`src/rtl/alu_cmd_issue_if.sv`:
```
`default_nettype none
// ----------------------------------------------------------------------------
// alu_cmd_issue_if : command, ALU-drive and result handshake bundle
// Rev 1.0
// ----------------------------------------------------------------------------
interface alu_cmd_issue_if #(
  parameter int DEPTH = 4
);
  logic                     in_valid;
  logic                     in_ready;
  logic [3:0]               in_a;
  logic [3:0]               in_b;
  logic [2:0]               in_sel;
  logic [3:0]               alu_a;
  logic [3:0]               alu_b;
  logic [2:0]               alu_select;
  logic [4:0]               alu_out;
  logic                     res_valid;
  logic                     res_ready;
  logic [4:0]               res_data;
  logic [2:0]               res_sel;
  logic                     res_dz;
  logic [$clog2(DEPTH):0]   count;

  modport slave (
    input  in_valid, in_a, in_b, in_sel, alu_out, res_ready,
    output in_ready, alu_a, alu_b, alu_select, res_valid, res_data, res_sel, res_dz, count
  );

  modport master (
    output in_valid, in_a, in_b, in_sel, alu_out, res_ready,
    input  in_ready, alu_a, alu_b, alu_select, res_valid, res_data, res_sel, res_dz, count
  );
endinterface
`default_nettype wire

```
`src/rtl/alu_cmd_issue.sv`:
```
`default_nettype none
// ----------------------------------------------------------------------------
// alu_cmd_issue : FIFO-buffered command issue to a combinational ALU with
//                 registered, zero-divisor-guarded result return
// Rev 1.0
// ----------------------------------------------------------------------------
module alu_cmd_issue #(
  parameter int DEPTH = 4
) (
  input  wire logic           clk,
  input  wire logic           rst_n,
  alu_cmd_issue_if.slave      bus
);
  localparam int             c_AW   = $clog2(DEPTH);
  localparam logic [c_AW:0]  c_FULL = (c_AW + 1)'(DEPTH);

  typedef enum logic [1:0] {
    S_IDLE  = 2'd0,
    S_DRIVE = 2'd1,
    S_HOLD  = 2'd2
  } state_t;

  state_t              r_state;
  state_t              w_state_nxt;
  logic [10:0]         r_mem [DEPTH];
  logic [c_AW-1:0]     r_wr_ptr;
  logic [c_AW-1:0]     r_rd_ptr;
  logic [c_AW:0]       r_count;
  logic [3:0]          r_alu_a;
  logic [3:0]          r_alu_b;
  logic [2:0]          r_alu_sel;
  logic                r_res_valid;
  logic [4:0]          r_res_data;
  logic [2:0]          r_res_sel;
  logic                r_res_dz;
  logic                w_full;
  logic                w_nonempty;
  logic                w_push;
  logic                w_pop;
  logic                w_zdiv;
  logic [10:0]         w_head;

  assign w_full     = (r_count == c_FULL);
  assign w_nonempty = (r_count != '0);
  assign w_push     = bus.in_valid && !w_full;
  assign w_head     = r_mem[r_rd_ptr];
  assign w_zdiv     = ((r_alu_sel == 3'b011) || (r_alu_sel == 3'b100)) && (r_alu_b == 4'd0);

  always_ff @(posedge clk) begin
    if (!rst_n) begin
      r_state <= S_IDLE;
    end else begin
      r_state <= w_state_nxt;
    end
  end

  always_comb begin
    w_state_nxt = r_state;
    w_pop       = 1'b0;
    case (r_state)
      S_IDLE: begin
        if (w_nonempty) begin
          w_pop       = 1'b1;
          w_state_nxt = S_DRIVE;
        end
      end
      S_DRIVE: begin
        w_state_nxt = S_HOLD;
      end
      S_HOLD: begin
        if (bus.res_ready) begin
          w_pop       = w_nonempty;
          w_state_nxt = w_nonempty ? S_DRIVE : S_IDLE;
        end
      end
      default: begin
        w_state_nxt = S_IDLE;
      end
    endcase
  end

  // Storage array is not reset; occupancy and pointers define validity.
  always_ff @(posedge clk) begin
    if (rst_n && w_push) begin
      r_mem[r_wr_ptr] <= {bus.in_a, bus.in_b, bus.in_sel};
    end
  end

  always_ff @(posedge clk) begin
    if (!rst_n) begin
      r_wr_ptr    <= '0;
      r_rd_ptr    <= '0;
      r_count     <= '0;
      r_alu_a     <= '0;
      r_alu_b     <= '0;
      r_alu_sel   <= '0;
      r_res_valid <= 1'b0;
      r_res_data  <= '0;
      r_res_sel   <= '0;
      r_res_dz    <= 1'b0;
    end else begin
      if (w_push) begin
        r_wr_ptr <= r_wr_ptr + 1'b1;
      end
      if (w_pop) begin
        r_rd_ptr  <= r_rd_ptr + 1'b1;
        r_alu_a   <= w_head[10:7];
        r_alu_b   <= w_head[6:3];
        r_alu_sel <= w_head[2:0];
      end
      case ({w_push, w_pop})
        2'b10:   r_count <= r_count + 1'b1;
        2'b01:   r_count <= r_count - 1'b1;
        default: r_count <= r_count;
      endcase

      if (r_state == S_DRIVE) begin
        r_res_valid <= 1'b1;
        r_res_sel   <= r_alu_sel;
        r_res_data  <= w_zdiv ? 5'd0 : bus.alu_out;
        r_res_dz    <= w_zdiv;
      end else if ((r_state == S_HOLD) && bus.res_ready) begin
        r_res_valid <= 1'b0;
      end
    end
  end

  assign bus.in_ready   = !w_full;
  assign bus.alu_a      = r_alu_a;
  assign bus.alu_b      = r_alu_b;
  assign bus.alu_select = r_alu_sel;
  assign bus.res_valid  = r_res_valid;
  assign bus.res_data   = r_res_data;
  assign bus.res_sel    = r_res_sel;
  assign bus.res_dz     = r_res_dz;
  assign bus.count      = r_count;
endmodule
`default_nettype wire
```
`src/flat_wrapper.sv`:
```
// flat-port wrapper written by rule: the top's interface ports become plain ports
module alu_cmd_issue_flat 
#(
  parameter int DEPTH = 4
)
  (clk, rst_n, bus_in_valid, bus_in_a, bus_in_b, bus_in_sel, bus_alu_out, bus_res_ready, bus_in_ready, bus_alu_a, bus_alu_b, bus_alu_select, bus_res_valid, bus_res_data, bus_res_sel, bus_res_dz, bus_count);
  alu_cmd_issue_if #(.DEPTH(DEPTH)) bus_i ();
  input  wire logic clk;
  input  wire logic rst_n;
  input wire logic [$bits(bus_i.in_valid)-1:0] bus_in_valid;
  input wire logic [$bits(bus_i.in_a)-1:0] bus_in_a;
  input wire logic [$bits(bus_i.in_b)-1:0] bus_in_b;
  input wire logic [$bits(bus_i.in_sel)-1:0] bus_in_sel;
  input wire logic [$bits(bus_i.alu_out)-1:0] bus_alu_out;
  input wire logic [$bits(bus_i.res_ready)-1:0] bus_res_ready;
  output wire logic [$bits(bus_i.in_ready)-1:0] bus_in_ready;
  output wire logic [$bits(bus_i.alu_a)-1:0] bus_alu_a;
  output wire logic [$bits(bus_i.alu_b)-1:0] bus_alu_b;
  output wire logic [$bits(bus_i.alu_select)-1:0] bus_alu_select;
  output wire logic [$bits(bus_i.res_valid)-1:0] bus_res_valid;
  output wire logic [$bits(bus_i.res_data)-1:0] bus_res_data;
  output wire logic [$bits(bus_i.res_sel)-1:0] bus_res_sel;
  output wire logic [$bits(bus_i.res_dz)-1:0] bus_res_dz;
  output wire logic [$bits(bus_i.count)-1:0] bus_count;
  assign bus_i.in_valid = bus_in_valid;
  assign bus_i.in_a = bus_in_a;
  assign bus_i.in_b = bus_in_b;
  assign bus_i.in_sel = bus_in_sel;
  assign bus_i.alu_out = bus_alu_out;
  assign bus_i.res_ready = bus_res_ready;
  assign bus_in_ready = bus_i.in_ready;
  assign bus_alu_a = bus_i.alu_a;
  assign bus_alu_b = bus_i.alu_b;
  assign bus_alu_select = bus_i.alu_select;
  assign bus_res_valid = bus_i.res_valid;
  assign bus_res_data = bus_i.res_data;
  assign bus_res_sel = bus_i.res_sel;
  assign bus_res_dz = bus_i.res_dz;
  assign bus_count = bus_i.count;
  alu_cmd_issue #(.DEPTH(DEPTH)) u_core (.clk(clk), .rst_n(rst_n), .bus(bus_i));
endmodule
```
`config.mk`:
```
export PLATFORM = sky130hd
export DESIGN_NAME = alu_cmd_issue_flat
export DESIGN_NICKNAME = d
export VERILOG_FILES = /design/src/rtl/alu_cmd_issue_if.sv /design/src/rtl/alu_cmd_issue.sv /design/src/flat_wrapper.sv
export SDC_FILE = /design/constraint.sdc
export NUM_CORES = 1
export LEC_CHECK = 0
export ABC_CLOCK_PERIOD_IN_PS = 8000
export CAP_MARGIN = 10
export CORE_UTILIZATION = 40
export CTS_CLUSTER_SIZE = 14
export DETAILED_ROUTE_END_ITERATION = 12
export GPL_TIMING_DRIVEN = 0
export PLACE_DENSITY_LB_ADDON = 0.12
export REMOVE_ABC_BUFFERS = 1
export SETUP_SLACK_MARGIN = 0.2
export SYNTH_ARGS = -nofsm -noshare
export SYNTH_HDL_FRONTEND = slang
export SYNTH_SLANG_ARGS = --single-unit
```
`constraint.sdc`:
```
create_clock -name clk -period 8 [get_ports clk]
set_input_delay 2.4 -clock clk [delete_from_list [all_inputs] [get_ports clk]]
set_output_delay 2.4 -clock clk [all_outputs]
set_load 0.02 [all_outputs]
```
==> out/summary.log <==
qor: timing.finalSetupTns 0 ns
qor: synthesis.post_synth_main_area_contributors edfxtp_1, dfxtp_1, mux4_1
qor: drt.drt-wirelength-per-cell 15.1 um
qor: synthesis.synth_largest_type_area_fraction 45.0%
qor: timing.fmax 0.213 GHz
qor: synthesis.syn-cell-area 2940 um^2
qor: worst_setup_path.timing.critical_path.from_type input port
qor: floorplan.rows 30
qor: clock_network.holdBufCountCts 0
qor: drt.post_drt_via_cell_ratio 4.92
qor: synthesis.yosysWarningCount 0
qor: worst_setup_path.worst-path-max-fanout 31
qor: synthesis.synth_common_cells edfxtp_1, dfxtp_1, nand2_1, mux4_1, o2bb2ai_1
qor: drt.drtIter0Drc 72
qor: timing.finalClockSkew 0.00738 ns
qor: hold_path.holdCritPathClass flip-flop to flip-flop
qor: timing.fin_worst_hold_slack 0.454 ns
qor: floorplan.total_die_area 7690 um^2
qor: synthesis.synth_seq_cells 74
qor: place.placed_cell_area 3430 um^2
qor: worst_setup_path.cp_cell_sequence clkdlybuf4s50_1, inv_1, nor4_2, clkbuf_4, o2bb2ai_1
qor: floorplan.initial_core_util 42.3%
qor: clock_network.htree_levels 3
qor: timing.setup_viol 0
qor: finish.filler_cell_count 613
qor: grt.first_global_vias 1585
qor: clock_network.cts_tree yes
qor: timing.rsz0062_at_grt no
qor: pwr.peak_ir_drop_on_the_vdd_network 0.117 mV
qor: floorplan.pin_count 45
qor: synthesis.yosysMostFrequentCell edfxtp_1
qor: grt.initial_antenna_violation_count 0
qor: worst_setup_path.crit_required 8.27 ns
qor: worst_setup_path.timing_worst_setup_path_type input port to flip-flop
qor: timing.slew-limit-headroom 28.1%
qor: clock_network.cts_made_buffers 9
qor: finish.finish.net_count 266
qor: drt.route.detailed.drc 0
qor: place.dp_hpwl 3.37 mm
qor: finish.instances_no_fill 341
qor: grt.grt_start_max_net_pins 32
qor: finish.antenna-diode-count 0
qor: clock_network.cts-resized-gates 0
qor: timing.timing_hold_violations_final 0
qor: synthesis.synth_area_leader_cell edfxtp_1
qor: timing.timing_worst_slew_pin_value 1.08 ns
qor: synthesis.postSynthCellCount 197
qor: run_status.outcome complete, no violations
qor: grt.global_route_wire_length_before_repair 8.07 mm
qor: drt.antenna_violating_nets_post_route 0
qor: floorplan.die_height 87.7 um
qor: clock_network.cts.sink_count 74
qor: synthesis.synth.yosys.seq_area_share 65.4%
qor: timing.drv_slew 0
qor: worst_setup_path.critical-path-max-stage-delay 1.14 ns
qor: worst_setup_path.cp_data_arrival_time 4.97 ns
qor: synthesis.ys_dominant_reg_cell edfxtp_1
qor: place.gp_congestion 0.677
qor: place.dpl.cell_count 324
qor: finish.syn2layout_area_growth 23.4%
qor: finish.final_layout_size_suffix_gt1_share 9.39%
qor: drt.detail_route.first_pass.iterations 4
qor: floorplan.core_area 6940 um^2
qor: worst_setup_path.crit_slowest_cell clkdlybuf4s50_1
qor: clock_network.clk-insertion-delay-late 0.34 ns
qor: drt.vias 1677
qor: floorplan.fp.dieW 87.7 um
qor: finish.final_area 3630 um^2
qor: pwr.leakagePower 0.00123 uW
qor: pwr.pwr_density_cell 316 nW/um^2
qor: synthesis.async_flop_share 0%
qor: grt.overflow 0
qor: grt.globalRouteTotalUtil 14.9%
qor: worst_setup_path.setup.worst_path.end_class flip-flop
qor: synthesis.synth.lib_cells_used.distinct 38
qor: place.buffer_ports.inserted 44
qor: flow_run.cap_viol_max_count 0
qor: synthesis.avgSynthCellArea 14.9 um^2
qor: timing.period_needed 4.70 ns
qor: synthesis.synth_edf_count 44
qor: clock_network.clockBufferDepth 2
qor: clock_network.cts.reportedPaths.clkPinSlew 0.08 ns
qor: clock_network.postCtsSetupRepairBufs 0
qor: timing.min_period_over_period 58.7%
qor: clock_network.ctsRootBufferMaster clkbuf_8
qor: drt.wirelength 5.16 mm
[logic make-up (layout without fill, tap and decap cells)]
logic type	after synthesis	after routing	share of synthesized area, %
xor gates and xnor gates	2	2	0.596
buffers and inverters	19	67	3.45
muxes	16	16	11.5
and+or+nand+nor	50	50	8.98
DFF	74	74	65.4
AOI/OAI and AO/OA	30	30	7.24
adders and majority gates	6	6	2.81
[worst max-delay path: cells and delay by family]
kind,cells,cell delay (ns)
simple gates,1,0.52
compound gates,1,0.12
buf+inv,3,1.90
[state kept, by name, indices dropped and copies added (netlist names), 3 cells and up]
signal	cells
u_core.bus.res_sel	3
u_core.r_mem	44
u_core.bus.alu_b	4
u_core.bus.alu_select	3
u_core.bus.alu_a	4
u_core.bus.res_data	5
u_core.bus.count	3
[cells in the final DEF (no fill, tap or decap), types with 4 or more instances in the layout]
master,count
edfxtp_1,44
o2bb2ai_1,11
o22ai_1,5
clkbuf_8,9
mux2i_1,5
and3_1,4
ha_1,5
a21oi_1,6
mux4_1,11
nand3_1,7
inv_1,6
dfxtp_1,30
nand2_1,18
clkdlybuf4s50_1,44
nor2_1,7
[per-layer routing]
metal	global-route usage, %	routed length, um	share of wire [%]	up-vias
met5	0	0	0	-
met4	5.81	70	1.4	0
met3	5.37	221	4.3	7
met2	25.4	2640	51	37
met1	17.0	2230	43	797
li1	-	-	-	836
[final cells by class]
type / count / area (um^2) / area share [%]
sequential: 74 / 1920 / 53.0
inverter: 6 / 22.5 / 0.621
multi-input combinational: 104 / 921 / 25.4
clock buffer: 10 / 128 / 3.52
timing repair buffer: 45 / 448 / 12.3
clock inverter: 6 / 66.3 / 1.83
tap: 96 / 120 / 3.31
[path summary, 6_finish.rpt]
| kind | depth (start not counted) | to | slack, ns | start |
|---|---|---|---|---|
| worst min-delay path | 1 | u_core.bus.res_valid | 0.45 | u_core.r_state[1] |
| worst min register to register | 1 | u_core.bus.res_valid | 0.45 | u_core.r_state[1] |
| worst max register to register | 7 | u_core.bus.count[2] | 5.52 | u_core.bus.count[0] |
| worst max-delay path | 5 | u_core.bus.alu_b[0] | 3.30 | rst_n |
[metrics by stage]
stage / worst slack (ns) / utilization, % / power [uW]
2_1_floorplan: 3.77 / - / 728
3_3_place_gp: 2.57 / 49.3 / 874
3_5_place_dp: 2.56 / 49.3 / 880
4_1_cts: 2.94 / 52.1 / 1160
5_1_grt: 3.06 / 52.2 / 1210
6_report: 3.30 / 52.2 / 1140
[where the power goes]
part / switching [uW] / total, uW / internal, uW
logic: 169 / 340 / 171
clock network: 135 / 279 / 144
registers: 60.4 / 526 / 466
total: 364 / 1140 / 781
Note: power is estimated with default switching activity, not from simulation.
